File: src/rtl/multicycle_ctrl.sv
// Multicycle sequencer: fetch / decode / execute / memory / write-back.
// Owns PC, IR and the A/B/R operand/result registers; drives the unified
// memory port, the register-file read/write ports and the ALU.
module multicycle_ctrl #(
  parameter logic [31:0] RESET_PC = 32'h0000_0000
) (
  input  logic        clk,
  input  logic        rst_n,
  output logic        mem_req,
  output logic        mem_we,
  output logic [31:0] mem_addr,
  output logic [31:0] mem_wdata,
  input  logic [31:0] mem_rdata,
  input  logic        mem_ready,
  output logic [3:0]  rf_raddr0,
  output logic [3:0]  rf_raddr1,
  input  logic [31:0] rf_rdata0,
  input  logic [31:0] rf_rdata1,
  output logic        rf_we,
  output logic [3:0]  rf_waddr,
  output logic [31:0] rf_wdata,
  output logic [2:0]  alu_opcode,
  output logic [31:0] alu_ip_0,
  output logic [31:0] alu_ip_1,
  input  logic [31:0] alu_op_0,
  input  logic        alu_change_pc,
  output logic [31:0] pc,
  output logic [2:0]  state
);

  typedef enum logic [2:0] {
    S_FETCH  = 3'd0,
    S_DECODE = 3'd1,
    S_EXEC   = 3'd2,
    S_MEM    = 3'd3,
    S_WB     = 3'd4
  } state_e;

  localparam logic [2:0] OP_LW = 3'b000;

  state_e      state_q, state_d;
  // Low for the first cycle out of reset so mem_req rises one cycle after
  // rst_n deasserts and a stale mem_ready at that edge is ignored.
  logic        run_q;
  logic [31:0] pc_q, pc_d;
  logic [31:0] ir_q, ir_d;
  logic [31:0] a_q, a_d;
  logic [31:0] b_q, b_d;
  logic [31:0] r_q, r_d;

  logic [2:0]  op;
  logic [3:0]  rd, rs1, rs2;
  logic [31:0] simm;
  logic [31:0] pc_plus4;

  assign op       = ir_q[31:29];
  assign rd       = ir_q[28:25];
  assign rs1      = ir_q[24:21];
  assign rs2      = ir_q[20:17];
  assign simm     = {{15{ir_q[16]}}, ir_q[16:0]};
  assign pc_plus4 = pc_q + 32'd4;

  // State register and run flag; reset forces FETCH with outputs idle.
  always_ff @(posedge clk or negedge rst_n) begin
    if (!rst_n) begin
      state_q <= S_FETCH;
      run_q   <= 1'b0;
    end else begin
      state_q <= state_d;
      run_q   <= 1'b1;
    end
  end

  // Datapath registers: PC, IR, operands and result.
  always_ff @(posedge clk or negedge rst_n) begin
    if (!rst_n) begin
      pc_q <= RESET_PC;
      ir_q <= '0;
      a_q  <= '0;
      b_q  <= '0;
      r_q  <= '0;
    end else begin
      pc_q <= pc_d;
      ir_q <= ir_d;
      a_q  <= a_d;
      b_q  <= b_d;
      r_q  <= r_d;
    end
  end

  // Next-state and datapath update for each phase of the instruction.
  always_comb begin
    state_d = state_q;
    pc_d    = pc_q;
    ir_d    = ir_q;
    a_d     = a_q;
    b_d     = b_q;
    r_d     = r_q;
    case (state_q)
      S_FETCH: begin
        if (run_q && mem_ready) begin
          ir_d    = mem_rdata;
          state_d = S_DECODE;
        end
      end
      S_DECODE: begin
        a_d     = rf_rdata0;
        b_d     = rf_rdata1;
        state_d = S_EXEC;
      end
      S_EXEC: begin
        if (op[2]) begin
          r_d     = alu_op_0;
          state_d = S_WB;
        end else if (op[1]) begin
          pc_d    = alu_change_pc ? (pc_q + (simm << 2)) : pc_plus4;
          state_d = S_FETCH;
        end else begin
          r_d     = a_q + simm;
          state_d = S_MEM;
        end
      end
      S_MEM: begin
        if (mem_ready) begin
          if (op == OP_LW) begin
            r_d     = mem_rdata;
            state_d = S_WB;
          end else begin
            pc_d    = pc_plus4;
            state_d = S_FETCH;
          end
        end
      end
      S_WB: begin
        pc_d    = pc_plus4;
        state_d = S_FETCH;
      end
      default: state_d = S_FETCH;
    endcase
  end

  // Moore outputs decoded from the current state.
  always_comb begin
    mem_req    = 1'b0;
    mem_we     = 1'b0;
    mem_addr   = r_q;
    mem_wdata  = b_q;
    rf_we      = 1'b0;
    alu_opcode = '0;
    case (state_q)
      S_FETCH: begin
        mem_req  = run_q;
        mem_addr = pc_q;
      end
      S_EXEC:  alu_opcode = op;
      S_MEM: begin
        mem_req = 1'b1;
        mem_we  = (op != OP_LW);
      end
      S_WB:    rf_we = 1'b1;
      default: ;
    endcase
  end

  assign rf_raddr0 = rs1;
  assign rf_raddr1 = rs2;
  assign rf_waddr  = rd;
  assign rf_wdata  = r_q;
  assign alu_ip_0  = a_q;
  assign alu_ip_1  = b_q;
  assign pc        = pc_q;
  assign state     = state_q;

endmodule

File: config.mk
export PLATFORM = sky130hd
export DESIGN_NAME = multicycle_ctrl
export DESIGN_NICKNAME = d
export VERILOG_FILES = /design/src/rtl/multicycle_ctrl.sv
export SDC_FILE = /design/constraint.sdc
export NUM_CORES = 1
export LEC_CHECK = 0
export BUFFER_PORTS_ARGS = -buffer_cell sky130_fd_sc_hd__buf_2
export CAP_MARGIN = 10
export CORE_UTILIZATION = 48
export DETAILED_ROUTE_END_ITERATION = 8
export PLACE_DENSITY_LB_ADDON = 0.25
export SLEW_MARGIN = 20
export SYNTH_ARGS = -nofsm -noshare
export SYNTH_HDL_FRONTEND = slang
export SYNTH_SLANG_ARGS = --single-unit
File: constraint.sdc
create_clock -name clk -period 6.78 [get_ports clk]
set_input_delay 0.339 -clock clk [delete_from_list [all_inputs] [get_ports clk]]
set_output_delay 0.339 -clock clk [all_outputs]
set_load 0.02 [all_outputs]
==> key figures, run 1 <==
Logic synthesis
  • Top FF cell, synth: dfrtp_1
  • Synth area leader: dfrtp_1
  • Synth Cell Area: 10900 um^2
  • Most frequent cell after synthesis: dfrtp_1
  • Post-Synthesis Cells: 1157
  • Syn avg cell area: 9.46 um^2
  • Commonest cells post-synth: dfrtp_1 (162), mux2_2 (126), nand2_1 (101), o21ai_0 (101), a21oi_1 (98)
  • Synth Register Bits: 162
  • Synthesis Warnings: 0
  • Sequential fraction of the synthesis area: 0.370
  • Top cell type's share of synthesized area: 0.370
  • Post-synth EDFFs: 0
  • Synth area leaders: dfrtp_1 (37%), mux2_2 (13%), ha_1 (7.0%)
  • Ys async rst share: 1.00
  • Synth cell types: 77

Route
  • Drt total wl: 33000 um
  • Antenna Nets Post-Route: 0
  • Vias: 10100
  • Drt wl/cell: 19.1 um
  • DRC violations left: 0
  • Violation count after the first detailed-route iteration: 648
  • TritonRoute pass-1 iters: 5
  • Average via count per standard cell: 5.80

Die
  • Die ar.: 23400 um^2
  • Starting density of the core: 0.496
  • Die H: 153 um
  • Row count: 54
  • Placeable Area: 22100 um^2
  • I/O Pins: 345
  • Chip width: 153 um

Placement
  • PortBufs: 342
  • Cell Count Post-Placement: 1690
  • GP Congestion: 0.916
  • DP HPWL: 25200 um

STA
  • Tcrit/Tclk final: 0.548
  • RSZ-0062 raised after global routing: false
  • Final slew viol count: 0
  • Period minus WS final: 3.72 ns
  • Final Hold Fails: 22
  • Final setup violation count: 0
  • Layout Skew: 0.0239 ns
  • Final hold slack: -0.0330 ns
  • Worst-Margin Slew: 0.953 ns
  • Max-slew headroom: 0.364
  • Fmax: 269 MHz
  • Setup_tns: 0 ns

Finish
  • Syn-to-layout area delta: 20.5%
  • Nets: 1624
  • Share of cells above drive strength 1: 0.372
  • Finished Layout Cells: 1733

CTS
  • Skew-Pair Late Insertion Delay: 0.44 ns
  • Root buf cell: clkbuf_16
  • CTS Buf Count: 17
  • Max Root-Sink Buffers: 2
  • Post-CTS Setup Bufs: 0
  • CTS tree: yes
  • Post_cts resized: 0
  • # H-tree levels: 4
  • Hold Buf Count CTS: 0
  • Clock sinks: 162
  • Clk slew on worst S/H paths: 0.07 ns

Global routing
  • GRT Residual Overflow: 0
  • Largest net degree at the start of global routing: 92
  • Vias in the first global route: 9668
  • Total GRT Usage: 0.281
  • Antenna violations before repair: 11
  • First-pass GRT wire length: 51700 um

Critical path
  • Crit path cell chain: ha_1 -> fa_1 -> a211oi_1 -> o21ai_0 -> a21oi_2 -> o21ai_0 -> a21oi_1 -> o31ai_2 -> a2111oi_0 -> nor4b_1 -> o41ai_1
  • Setup crit start kind: flip-flop
  • Worst path slowest cell: a2111oi_0
  • Crit path max fanout: 5
  • Critical Path AT: 4.02 ns
  • Top Family by Delay on Critical Path: compound AO/OA/AOI/OAI gates
  • Setup CP Type: flip-flop to flip-flop
  • CP Buf/Inv Count: 0
  • CP required: 7.08 ns
  • CP endpoint kind: flip-flop
  • Largest stage delay, worst path: 0.48 ns
  • Most used cell, CP: o21ai_0

Outcome
  • Violated checks: hold timing
  • Status: finished, violations left

Run
  • Max_cap viols: 0

Worst hold path
  • Hold/Removal Path Class: primary input to async pin
## routing by layer
metal	part of all wire	global-route usage
met5	0.00030	0
met4	0.032	0.131
met3	0.063	0.0482
met2	0.48	0.461
met1	0.43	0.363
## path summary, 6_finish.rpt
check / from / end / slack, ns / cells past startpoint
min reg2reg: rf_wdata[11] / rf_wdata[11] / 0.50 / 2
max in group asynchronous: rst_n / ir_q[31] / 5.27 / 2
max: alu_ip_0[0] / rf_wdata[28] / 3.06 / 11
min: rst_n / alu_ip_1[16] / -0.03 / 1
max reg2reg: alu_ip_0[0] / rf_wdata[28] / 3.06 / 11
min in group clk: rf_rdata1[11] / alu_ip_1[11] / 0.13 / 2
## cell type report
class	count	area [um^2]
Fill cell	1970	8900
Multi-Input combinational cell	881	6320
Sequential cell	162	4060
Timing Repair Buffer	351	1790
Clock buffer	19	443
Tap cell	280	350
Clock inverter	13	150
Inverter	16	60.1
Antenna cell	11	27.5
## sequential cells by signal, indices dropped and copies added (netlist names)
register / count
alu_ip_1: 32
rf_wdata: 32
state: 3
alu_ip_0: 32
pc: 30
ir_q: 32
run_q: 1
## cell usage in the layout, fill, tap and decap left out, types with 9 or more instances in the layout
master	count
a21oi_1	98
xnor2_1	30
ha_1	61
nor3_1	24
a211oi_1	11
o22ai_1	9
mux2_2	126
clkbuf_16	17
o21ai_0	101
a31oi_1	10
nor2b_1	12
xor2_1	24
nand3_1	26
nand4_1	12
buf_2	341
o211ai_1	19
dfrtp_1	160
diode_2	11
buf_4	9
nand2_1	101
a21o_1	23
nor2_1	59
and3_1	15
inv_1	16
## logic make-up (layout without fill, tap and decap cells)
logic type,count (synthesis),after routing,share of synthesized area
compound gates,332,332,0.190
simple gates,299,299,0.134
flops,162,162,0.370
buf+inv,115,399,0.0552
other cells,2,14,0.000686
xor+xnor,54,54,0.0432
fa+ha+maj,63,63,0.0734
mux,130,130,0.133
## metrics by stage
step / util / cell area, um^2 / hold WS (ns) / worst slack, ns
after detailed placement: 0.569 / 12600 / 0.480 / 3.07
after floorplan: - / 11000 / 0.0434 / 3.53
after global routing: 0.597 / 13200 / 0.0505 / 2.83
final: 0.597 / 13200 / -0.0330 / 3.06
after global placement: 0.569 / 12600 / 0.479 / 3.16
after CTS: 0.596 / 13200 / 0.0119 / 3.02
Power of run 1 is left out: the tool's default activity adds up to more than one toggle a clock period on the data nets, which glitch-free logic cannot reach.
==> run 2, diff against run 1 <==
Settings changed: CORE_UTILIZATION 48 to 47.
Clock period 6.78 ns to 3.2 ns, I/O delays scaled along.
==> key figures, run 2 (same netlist as run 1, synthesis figures left out) <==
Outcome
  • Status: finished clean

Global routing
  • Largest net degree at the start of global routing: 85 (-7.6%)
  • Antenna violations before repair: 4 (-7)
  • First-pass GRT wire length: 54500 um (+5.4%)
  • GRT Residual Overflow: 0 (unchanged)
  • Total GRT Usage: 0.295 (+0.0131)
  • Vias in the first global route: 10000 (+3.5%)

Route
  • Vias: 10600 (+5.8%)
  • DRC violations left: 0 (unchanged)
  • Drt wl/cell: 19.0 um (-0.57%)
  • Antenna Nets Post-Route: 0 (unchanged)
  • Violation count after the first detailed-route iteration: 703 (+8.5%)
  • Drt total wl: 35400 um (+7.1%)
  • TritonRoute pass-1 iters: 5 (unchanged)
  • Average via count per standard cell: 5.69 (-1.8%)

STA
  • Period minus WS final: 3.06 ns (-0.657 ns)
  • Fmax: 327 MHz (+21%)
  • Tcrit/Tclk final: 0.956 (+0.408)
  • Final setup violation count: 0 (unchanged)
  • Max-slew headroom: 0.449 (+0.0847)
  • Final Hold Fails: 0 (-100%)
  • Final slew viol count: 0 (unchanged)
  • Fin worst setup slack: 0.140 ns (-2.92 ns)
  • Worst-Margin Slew: 0.826 ns (-0.127 ns)
  • Layout Skew: 0.0136 ns (-0.0103 ns)

CTS
  • CTS Buf Count: 17 (unchanged)
  • Skew-Pair Late Insertion Delay: 0.43 ns (about the same)
  • CTS tree: yes
  • Max Root-Sink Buffers: 2 (unchanged)
  • Root buf cell: clkbuf_16
  • Clk slew on worst S/H paths: 0.07 ns (about the same)
  • # H-tree levels: 4 (unchanged)
  • Clock sinks: 162 (unchanged)

Worst hold path
  • Hold/Removal Path Class: primary input to flip-flop
  • Sink of the worst hold path: ir_q[23]
  • Hold Path Cell Cnt: 2
  • Worst hold path startpoint: mem_rdata[23]

Placement
  • DP Worst Slack: -0.110 ns (-3.18 ns)
  • DP HPWL: 25900 um (+2.7%)
  • PortBufs: 342 (unchanged)
  • GP Congestion: 0.922 (+0.63%)

Finish
  • Nets: 1760 (+8.4%)
  • Fin util: 0.639 (+0.0414)
  • Commonest non-fill, non-tap cell in the layout: buf_2
  • Share of cells above drive strength 1: 0.375 (+0.00282)
  • Syn-to-layout area delta: 32.5%
  • Leading cell types in the layout, fill and taps excluded: buf_2 (341), dfrtp_1 (160), mux2_2 (126)

Critical path
  • R2R depth: 11 (unchanged)
  • Crit path max fanout: 3 (-2)
  • Critical Path AT: 3.37 ns (-0.65 ns)
  • CP required: 3.51 ns (-3.57 ns)
  • R2R Setup Slk: 0.14 ns (-2.92 ns)
  • Setup CP Type: flip-flop to flip-flop
  • RR Endpoint: pc[28]
  • Setup crit start kind: flip-flop
  • R2R Path Start: ir_q[0]
  • CP endpoint kind: flip-flop

Die
  • Die ar.: 23900 um^2 (+2.1%)
  • Row count: 55 (+1.9%)
  • I/O Pins: 345 (unchanged)
  • Chip width: 155 um (+1.0%)
  • Die H: 155 um (+1.0%)
  • Starting density of the core: 0.482 (-0.0134)
  • Placeable Area: 22700 um^2 (+2.8%)

Run
  • Max_cap viols: 0 (unchanged)
run 2: changes by cell type in the layout (fill, tap and decap cells not counted), moves of 2 or more:
cell           change
o21ai_0            -3
a2111oi_2          +2
diode_2            -7
buf_4             +44
a2111oi_0          -2
buf_12             +2
o21ai_1            +3
a211oi_2           +2
inv_8              +3
dlygate4sd3_1     +90
a211oi_1           -2
run 2: how the worst max path moves through the flow:
stage	from	to	slack [ns]	depth (start not counted)
after floorplan	pc[2]	pc[30]	0.02	11
after global placement	ir_q[0]	rf_wdata[28]	0.04	12
after detailed placement	ir_q[0]	rf_wdata[28]	-0.11	12
after CTS	ir_q[0]	pc[30]	0.01	11
after global routing	ir_q[0]	pc[30]	-0.004	11
final	ir_q[0]	pc[28]	0.14	11
run 2: what timing repair did:
item	CTS	global route
endpoints found under the hold margin	170	2
buffers inserted	0	3
gates resized for setup	5	8
hold buffers	88	2
pin swaps	2	11
setup endpoints to repair	2	8
run 2: layer usage:
layer,part of all wire,global-route usage,up-vias
met5,0,0,-
met2,0.47,0.476,479
met4,0.028,0.109,0
li1,-,-,5038
met3,0.073,0.0560,66
met1,0.43,0.392,5047
run 2: worst max-delay path, cell delays in order (launching register included):
cell and delay (ns):
dfrtp_1 0.42, ha_1 0.24, fa_1 0.42, a211oi_2 0.25
o211a_1 0.20, o31ai_1 0.11, a221oi_2 0.31, nor2_1 0.12
a221o_1 0.38, o31ai_1 0.26, xor2_1 0.17, o21ai_1 0.07
run 2: per-stage QoR:
stage	TNS (ns)	std cells	hold WS [ns]	area, um^2
floorplan	0	1158	-0.136	11000
global placement	0	1738	0.261	12900
detailed placement	-0.139	1738	0.264	12900
CTS	0	1858	0.000120	14400
global route	-0.00550	1866	-0.00000272	14500
finish	0	1867	0.00834	14500
run 2: area by class of cell:
cell class | instances | area (um^2)
fill | 1877 | 8200
multi-input combinational | 881 | 6360
sequential | 162 | 4060
timing repair buffer | 487 | 3060
clock buffer | 18 | 439
tap | 285 | 357
clock inverter | 14 | 166
inverter | 16 | 60.1
antenna | 4 | 10.0
Power of run 2 is left out for the same reason.
